## src/rtl/disp_pkg.sv

```systemverilog
// rtl/disp_pkg.sv - shared state type and default sizing for the dispense sequencer
package disp_pkg;

  typedef enum logic [2:0] {
    IDLE,
    SCAN,
    DISPENSE,
    DONE
  } disp_state_t;

  localparam int DISP_N_CH  = 4;
  localparam int DISP_DOSE_W = 3;
  localparam int DISP_TICKS = 2;

endpackage

```

## src/rtl/dose_timer.sv

```systemverilog
// rtl/dose_timer.sv - counts clocks within one dose unit and flags its terminal tick
module dose_timer #(
  parameter int TICKS_PER_DOSE = 2
) (
  input  logic clk,
  input  logic rst,
  input  logic clear,
  input  logic run,
  output logic dose_tick
);

  localparam int TW = $clog2(TICKS_PER_DOSE + 1);
  localparam logic [TW-1:0] LAST_TICK = TW'(TICKS_PER_DOSE - 1);

  logic [TW-1:0] r_tick;
  logic          w_terminal;

  assign w_terminal = (r_tick == LAST_TICK);
  assign dose_tick  = run && w_terminal;

  // Tick counter: cleared outside a dose, holds while not running, restarts after the terminal tick.
  always_ff @(posedge clk or posedge rst) begin
    if (rst) begin
      r_tick <= '0;
    end else if (clear) begin
      r_tick <= '0;
    end else if (run) begin
      r_tick <= w_terminal ? '0 : r_tick + 1'b1;
    end
  end

endmodule

```

## src/rtl/disp_sequencer.sv

```systemverilog
// rtl/disp_sequencer.sv - multi-channel ingredient dose sequencer (optional DISP_PAUSE_EN adds pause input)
module disp_sequencer
  import disp_pkg::*;
#(
  parameter int N_CH           = DISP_N_CH,
  parameter int DOSE_W         = DISP_DOSE_W,
  parameter int TICKS_PER_DOSE = DISP_TICKS
) (
  input  logic                      clk,
  input  logic                      rst,
  input  logic                      start,
  input  logic [N_CH*DOSE_W-1:0]    doses,
  input  logic                      abort,
`ifdef DISP_PAUSE_EN
  input  logic                      pause,
`endif
  output logic                      busy,
  output logic [N_CH-1:0]           led,
  output logic [$clog2(N_CH)-1:0]   ch_idx,
  output logic [DOSE_W-1:0]         dose_cnt,
  output logic                      done,
  output logic                      aborted
);

  localparam int CW = $clog2(N_CH);
  localparam logic [CW-1:0] LAST_CH = CW'(N_CH - 1);
  localparam logic [N_CH-1:0] LED_CH0 = {{(N_CH-1){1'b0}}, 1'b1};

  disp_state_t              r_state, w_state_n;
  logic [N_CH*DOSE_W-1:0]   r_doses, w_doses_n;
  logic [CW-1:0]            r_ch, w_ch_n;
  logic [DOSE_W-1:0]        r_cnt, w_cnt_n;
  logic [DOSE_W-1:0]        w_cur_dose, w_cnt_inc;
  logic [N_CH-1:0]          r_led, w_led_n;
  logic                     r_busy, r_done, r_aborted, w_aborted_n;
  logic                     w_pause, w_run, w_clear, w_dose_tick;
  logic                     w_last_ch;

`ifdef DISP_PAUSE_EN
  assign w_pause = pause && (r_state == DISPENSE);
`else
  assign w_pause = 1'b0;
`endif

  assign w_run      = (r_state == DISPENSE) && !w_pause;
  assign w_clear    = (r_state != DISPENSE);
  assign w_cur_dose = r_doses[r_ch*DOSE_W +: DOSE_W];
  assign w_cnt_inc  = r_cnt + 1'b1;
  assign w_last_ch  = (r_ch == LAST_CH);

  dose_timer #(
    .TICKS_PER_DOSE(TICKS_PER_DOSE)
  ) u_dose_timer (
    .clk      (clk),
    .rst      (rst),
    .clear    (w_clear),
    .run      (w_run),
    .dose_tick(w_dose_tick)
  );

  // Next-state logic; abort is checked first so it wins over any completion in the same cycle.
  always_comb begin
    w_state_n   = r_state;
    w_doses_n   = r_doses;
    w_ch_n      = r_ch;
    w_cnt_n     = r_cnt;
    w_aborted_n = 1'b0;
    w_led_n     = '0;
    case (r_state)
      IDLE: begin
        if (start) begin
          w_doses_n = doses;
          w_ch_n    = '0;
          w_cnt_n   = '0;
          w_state_n = SCAN;
        end
      end
      SCAN: begin
        if (abort) begin
          w_state_n   = IDLE;
          w_aborted_n = 1'b1;
        end else if (w_cur_dose != '0) begin
          w_cnt_n   = '0;
          w_state_n = DISPENSE;
        end else if (w_last_ch) begin
          w_state_n = DONE;
        end else begin
          w_ch_n = r_ch + 1'b1;
        end
      end
      DISPENSE: begin
        if (abort) begin
          w_state_n   = IDLE;
          w_aborted_n = 1'b1;
        end else if (w_dose_tick) begin
          if (w_cnt_inc == w_cur_dose) begin
            if (w_last_ch) begin
              w_cnt_n   = w_cnt_inc;
              w_state_n = DONE;
            end else begin
              w_cnt_n   = '0;
              w_ch_n    = r_ch + 1'b1;
              w_state_n = SCAN;
            end
          end else begin
            w_cnt_n = w_cnt_inc;
          end
        end
      end
      DONE: begin
        w_state_n = IDLE;
      end
      default: begin
        w_state_n = IDLE;
      end
    endcase
    if ((w_state_n == DISPENSE) && !w_pause) begin
      w_led_n = LED_CH0 << w_ch_n;
    end
  end

  // State and registered outputs; reset clears everything immediately without any pulse.
  always_ff @(posedge clk or posedge rst) begin
    if (rst) begin
      r_state   <= IDLE;
      r_doses   <= '0;
      r_ch      <= '0;
      r_cnt     <= '0;
      r_led     <= '0;
      r_busy    <= 1'b0;
      r_done    <= 1'b0;
      r_aborted <= 1'b0;
    end else begin
      r_state   <= w_state_n;
      r_doses   <= w_doses_n;
      r_ch      <= w_ch_n;
      r_cnt     <= w_cnt_n;
      r_led     <= w_led_n;
      r_busy    <= (w_state_n != IDLE);
      r_done    <= (w_state_n == DONE);
      r_aborted <= w_aborted_n;
    end
  end

  assign busy     = r_busy;
  assign led      = r_led;
  assign ch_idx   = r_ch;
  assign dose_cnt = r_cnt;
  assign done     = r_done;
  assign aborted  = r_aborted;

endmodule

```

## config.mk

```make
export PLATFORM = sky130hd
export DESIGN_NAME = disp_sequencer
export DESIGN_NICKNAME = d
export VERILOG_FILES = /design/src/rtl/disp_pkg.sv /design/src/rtl/dose_timer.sv /design/src/rtl/disp_sequencer.sv
export SDC_FILE = /design/constraint.sdc
export NUM_CORES = 1
export LEC_CHECK = 0
export CELL_PAD_IN_SITES_DETAIL_PLACEMENT = 1
export CELL_PAD_IN_SITES_GLOBAL_PLACEMENT = 1
export CORE_ASPECT_RATIO = 1.5
export CORE_MARGIN = 2
export CORE_UTILIZATION = 41
export CTS_BUF_LIST = sky130_fd_sc_hd__clkbuf_8
export CTS_CLUSTER_SIZE = 12
export DETAILED_ROUTE_END_ITERATION = 10
export PLACE_DENSITY = 0.86
export SLEW_MARGIN = 5
export SYNTH_ARGS = -nofsm -noshare
export SYNTH_HDL_FRONTEND = slang
export SYNTH_SLANG_ARGS = --single-unit
```

## constraint.sdc

```tcl
create_clock -name clk -period 3.2 [get_ports clk]
set_clock_uncertainty 0.2 [all_clocks]
set_input_delay 0.48 -clock clk [delete_from_list [all_inputs] [get_ports clk]]
set_output_delay 0.48 -clock clk [all_outputs]
set_load 0.1 [all_outputs]
```

==> results.cfg <==
[critical_path]
cp.depth = 6
critPathLaunchType = flop
cpPeakStageDelay_ps = 520
crit_start = dose_cnt[0]
path_buf_inv = 0
critical_path.endpoint = led[1]
cp_data_required_time_ps = 3160
cp-end-kind = flop
cp_top_family = simple AND/OR/NAND/NOR gates
arrival_ps = 2570
path_class = reg -> reg
reg2reg_slack_ps = 590
cp_max_fo = 6
reg2reg_depth = 6
worstPathCellList = ha_1 -> xnor2_1 -> nor4_1 -> o21ai_0 -> and2_4 -> a2111oi_2
cp_slowest_cell = nor4_1
regToRegStartpoint = dose_cnt[0]
r2r_end = led[1]

[power]
peakVddDrop_mv = 0.332
p_leak_nw = 0.888
p_per_area_mw_per_mm2 = 519

[timing]
relSlewSlack_pct = 60.3
finalSetupViolCount = 0
slew_viol_final = 0
fin_crit_ps = 2610
max_freq_mhz = 384
tightest_slew_ps = 590
hold_viol_final = 0
rsz0062_at_grt = no
finalCritPeriodShare_pct = 81.4
setup-tns-final_ps = 0

[routing]
ant_nets = 0
vias_per_cell = 5.56
drc_errors = 0
wl_per_cell_um = 16.9
first_pass_iters = 4
routed_wl_mm = 4.17
vias = 1367
drt_iter0_markers = 5

[job]
cap_violations = 0

[final_layout]
seqCellArea_sq_um = 726
drive_gt1_share_pct = 17.7
area_growth_syn_to_layout_pct = 22.1
multi_input_area_sq_um = 764
diodes = 0
nNetsFinal = 220
finalInstanceArea_sq_mm = 0.00193
fillers = 455

[synthesis]
netlist_instances = 171
syn_area_sq_mm = 0.00158
ys_seq_area_share_pct = 45.8
synth_top_cell_area_share_pct = 45.8
synth_ff_type = dfrtp_1
ys_types = 45
synth_top_cell_by_area = dfrtp_1
synth.avg_cell_area_sq_um = 9.26
ys_seq_elements = 29
synth_area_leaders = dfrtp_1, nand2_1, o21ai_0, clkbuf_8, mux2i_1
syn-num-nets = 188
async_flop_share_pct = 100
yosysWarningCount = 0
synth_edf_count = 0

[clock_network]
clock_path_buffers = 2
holdBufCountCts = 0
cts_resized = 0
cts_tree = yes
htree_levels = 2
numCtsBuffers = 5
cts_setup_buffers = 0
clk_latency_ps = 280
ctsRootBufferMaster = clkbuf_8
numClockSinks = 29
path_clk_slew_ps = 60

[die]
fp.dieH_um = 80.1
coreArea_sq_mm = 0.00368
dieArea_sq_mm = 0.00439
placementRows = 27
ios = 28
start_util_pct = 43.0
die_w_um = 54.8

[global_route]
grt_start_max_net_pins = 30
grt_pass1_wl_mm = 6.91
grt_pass1_vias = 1491
antenna_found_initial = 0
grt-ovfl-total = 0
grtUsageMet3_pct = 5.58
busiest_layer = met2
globalRouteMet1Util_pct = 23.4
use_met2_pct = 40.8
grt_usage_pct = 22.6

[placed_design]
dpl.hpwl_mm = 3.31
place_area_sq_mm = 0.00185
portBuffers = 27
gp_congestion = 0.849

[status]
status = completed

[min_path]
min_path_type = reg -> reg
holdCritStartpoint = u_dose_timer.r_tick[0]
==> cell families (layout without fill, tap and decap cells) <==
family	Yosys count	in the layout	synth area share [%]
buffers and inverters	14	46	5.92
muxes	6	6	4.66
AOI/OAI and AO/OA	36	36	16.5
xor gates and xnor gates	7	7	3.87
and+or+nand+nor	77	77	22.2
adders and majority gates	1	1	0.790
DFF	29	29	45.8
other	1	1	0.237
==> cell type report <==
class / count / area share, %
Clock inverter: 1 / 0.194
Multi-Input combinational cell: 128 / 39.5
Timing Repair Buffer: 32 / 14.4
Sequential cell: 29 / 37.5
Clock buffer: 6 / 4.27
Inverter: 7 / 1.36
Tap cell: 43 / 2.78
==> where the power goes <==
| part | total [W] | leakage (nW) | internal (W) | switching (W) |
|---|---|---|---|---|
| Clock | 0.000300 | 0.0485 | 0.000167 | 0.000133 |
| Combinational | 0.000267 | 0.459 | 0.0000989 | 0.000169 |
| Sequential | 0.000436 | 0.381 | 0.000405 | 0.0000311 |
| Total | 0.00100 | 0.888 | 0.000671 | 0.000333 |
==> flip-flops by register name (all words and copies together), names as in the netlist <==
name                 flops
busy                     1
done                     1
ch_idx                   2
led                      4
aborted                  1
r_doses                 12
dose_cnt                 3
u_dose_timer.r_tick      2
r_state                  3
==> worst min path at each step <==
| stage | end | slack, ps | depth (start not counted) |
|---|---|---|---|
| detailed placement | u_dose_timer.r_tick[0] | 240 | 1 |
| floorplan | u_dose_timer.r_tick[0] | 210 | 1 |
| global route | u_dose_timer.r_tick[0] | 270 | 1 |
| finish | u_dose_timer.r_tick[0] | 240 | 1 |
| global placement | u_dose_timer.r_tick[0] | 220 | 1 |
| CTS | u_dose_timer.r_tick[0] | 250 | 1 |
==> worst register-to-register path: stages, from the launching register on <==
cell       delay [ps]
dfrtp_1           440
ha_1              370
xnor2_1           160
nor4_1            520
o21ai_0           230
and2_4            190
a2111oi_2         370
==> metal layers <==
layer	part of all wire, %	wire, um
met2	57	2360
met1	37	1560
met5	0	0
met4	2.2	93
met3	3.6	152
==> cells in the mapped netlist, drive strengths merged, types with 4 or more instances <==
| master | instances |
|---|---|
| a21oi | 6 |
| clkbuf | 5 |
| dfrtp | 29 |
| inv | 7 |
| mux2i | 4 |
| nand2 | 46 |
| nor2 | 8 |
| nor3 | 6 |
| nor4 | 4 |
| o21ai | 13 |
| xnor2 | 4 |
==> placed cells by master (no fill, tap or decap), types with 3 or more instances in the layout <==
cell type        count
nand2_1             46
dfrtp_1             29
buf_4               17
clkdlybuf4s50_1     15
o21ai_0             11
nor2_1               8
inv_1                8
nor3_1               6
a21oi_1              6
clkbuf_8             6
mux2i_1              4
xnor2_1              4
nor4_1               4
xor2_1               3
==> stage by stage <==
step	power, W	hold slack, ps	setup WS [ps]	instances	util, %
global placement	0.000705	224	672	239	50.2
detailed placement	0.000713	239	621	239	50.2
finish	0.00100	239	595	246	52.5
global route	0.00107	270	331	246	52.5
CTS	0.00102	248	609	246	52.5
floorplan	0.000639	212	208	171	-
(Power assumes the default switching activity.)
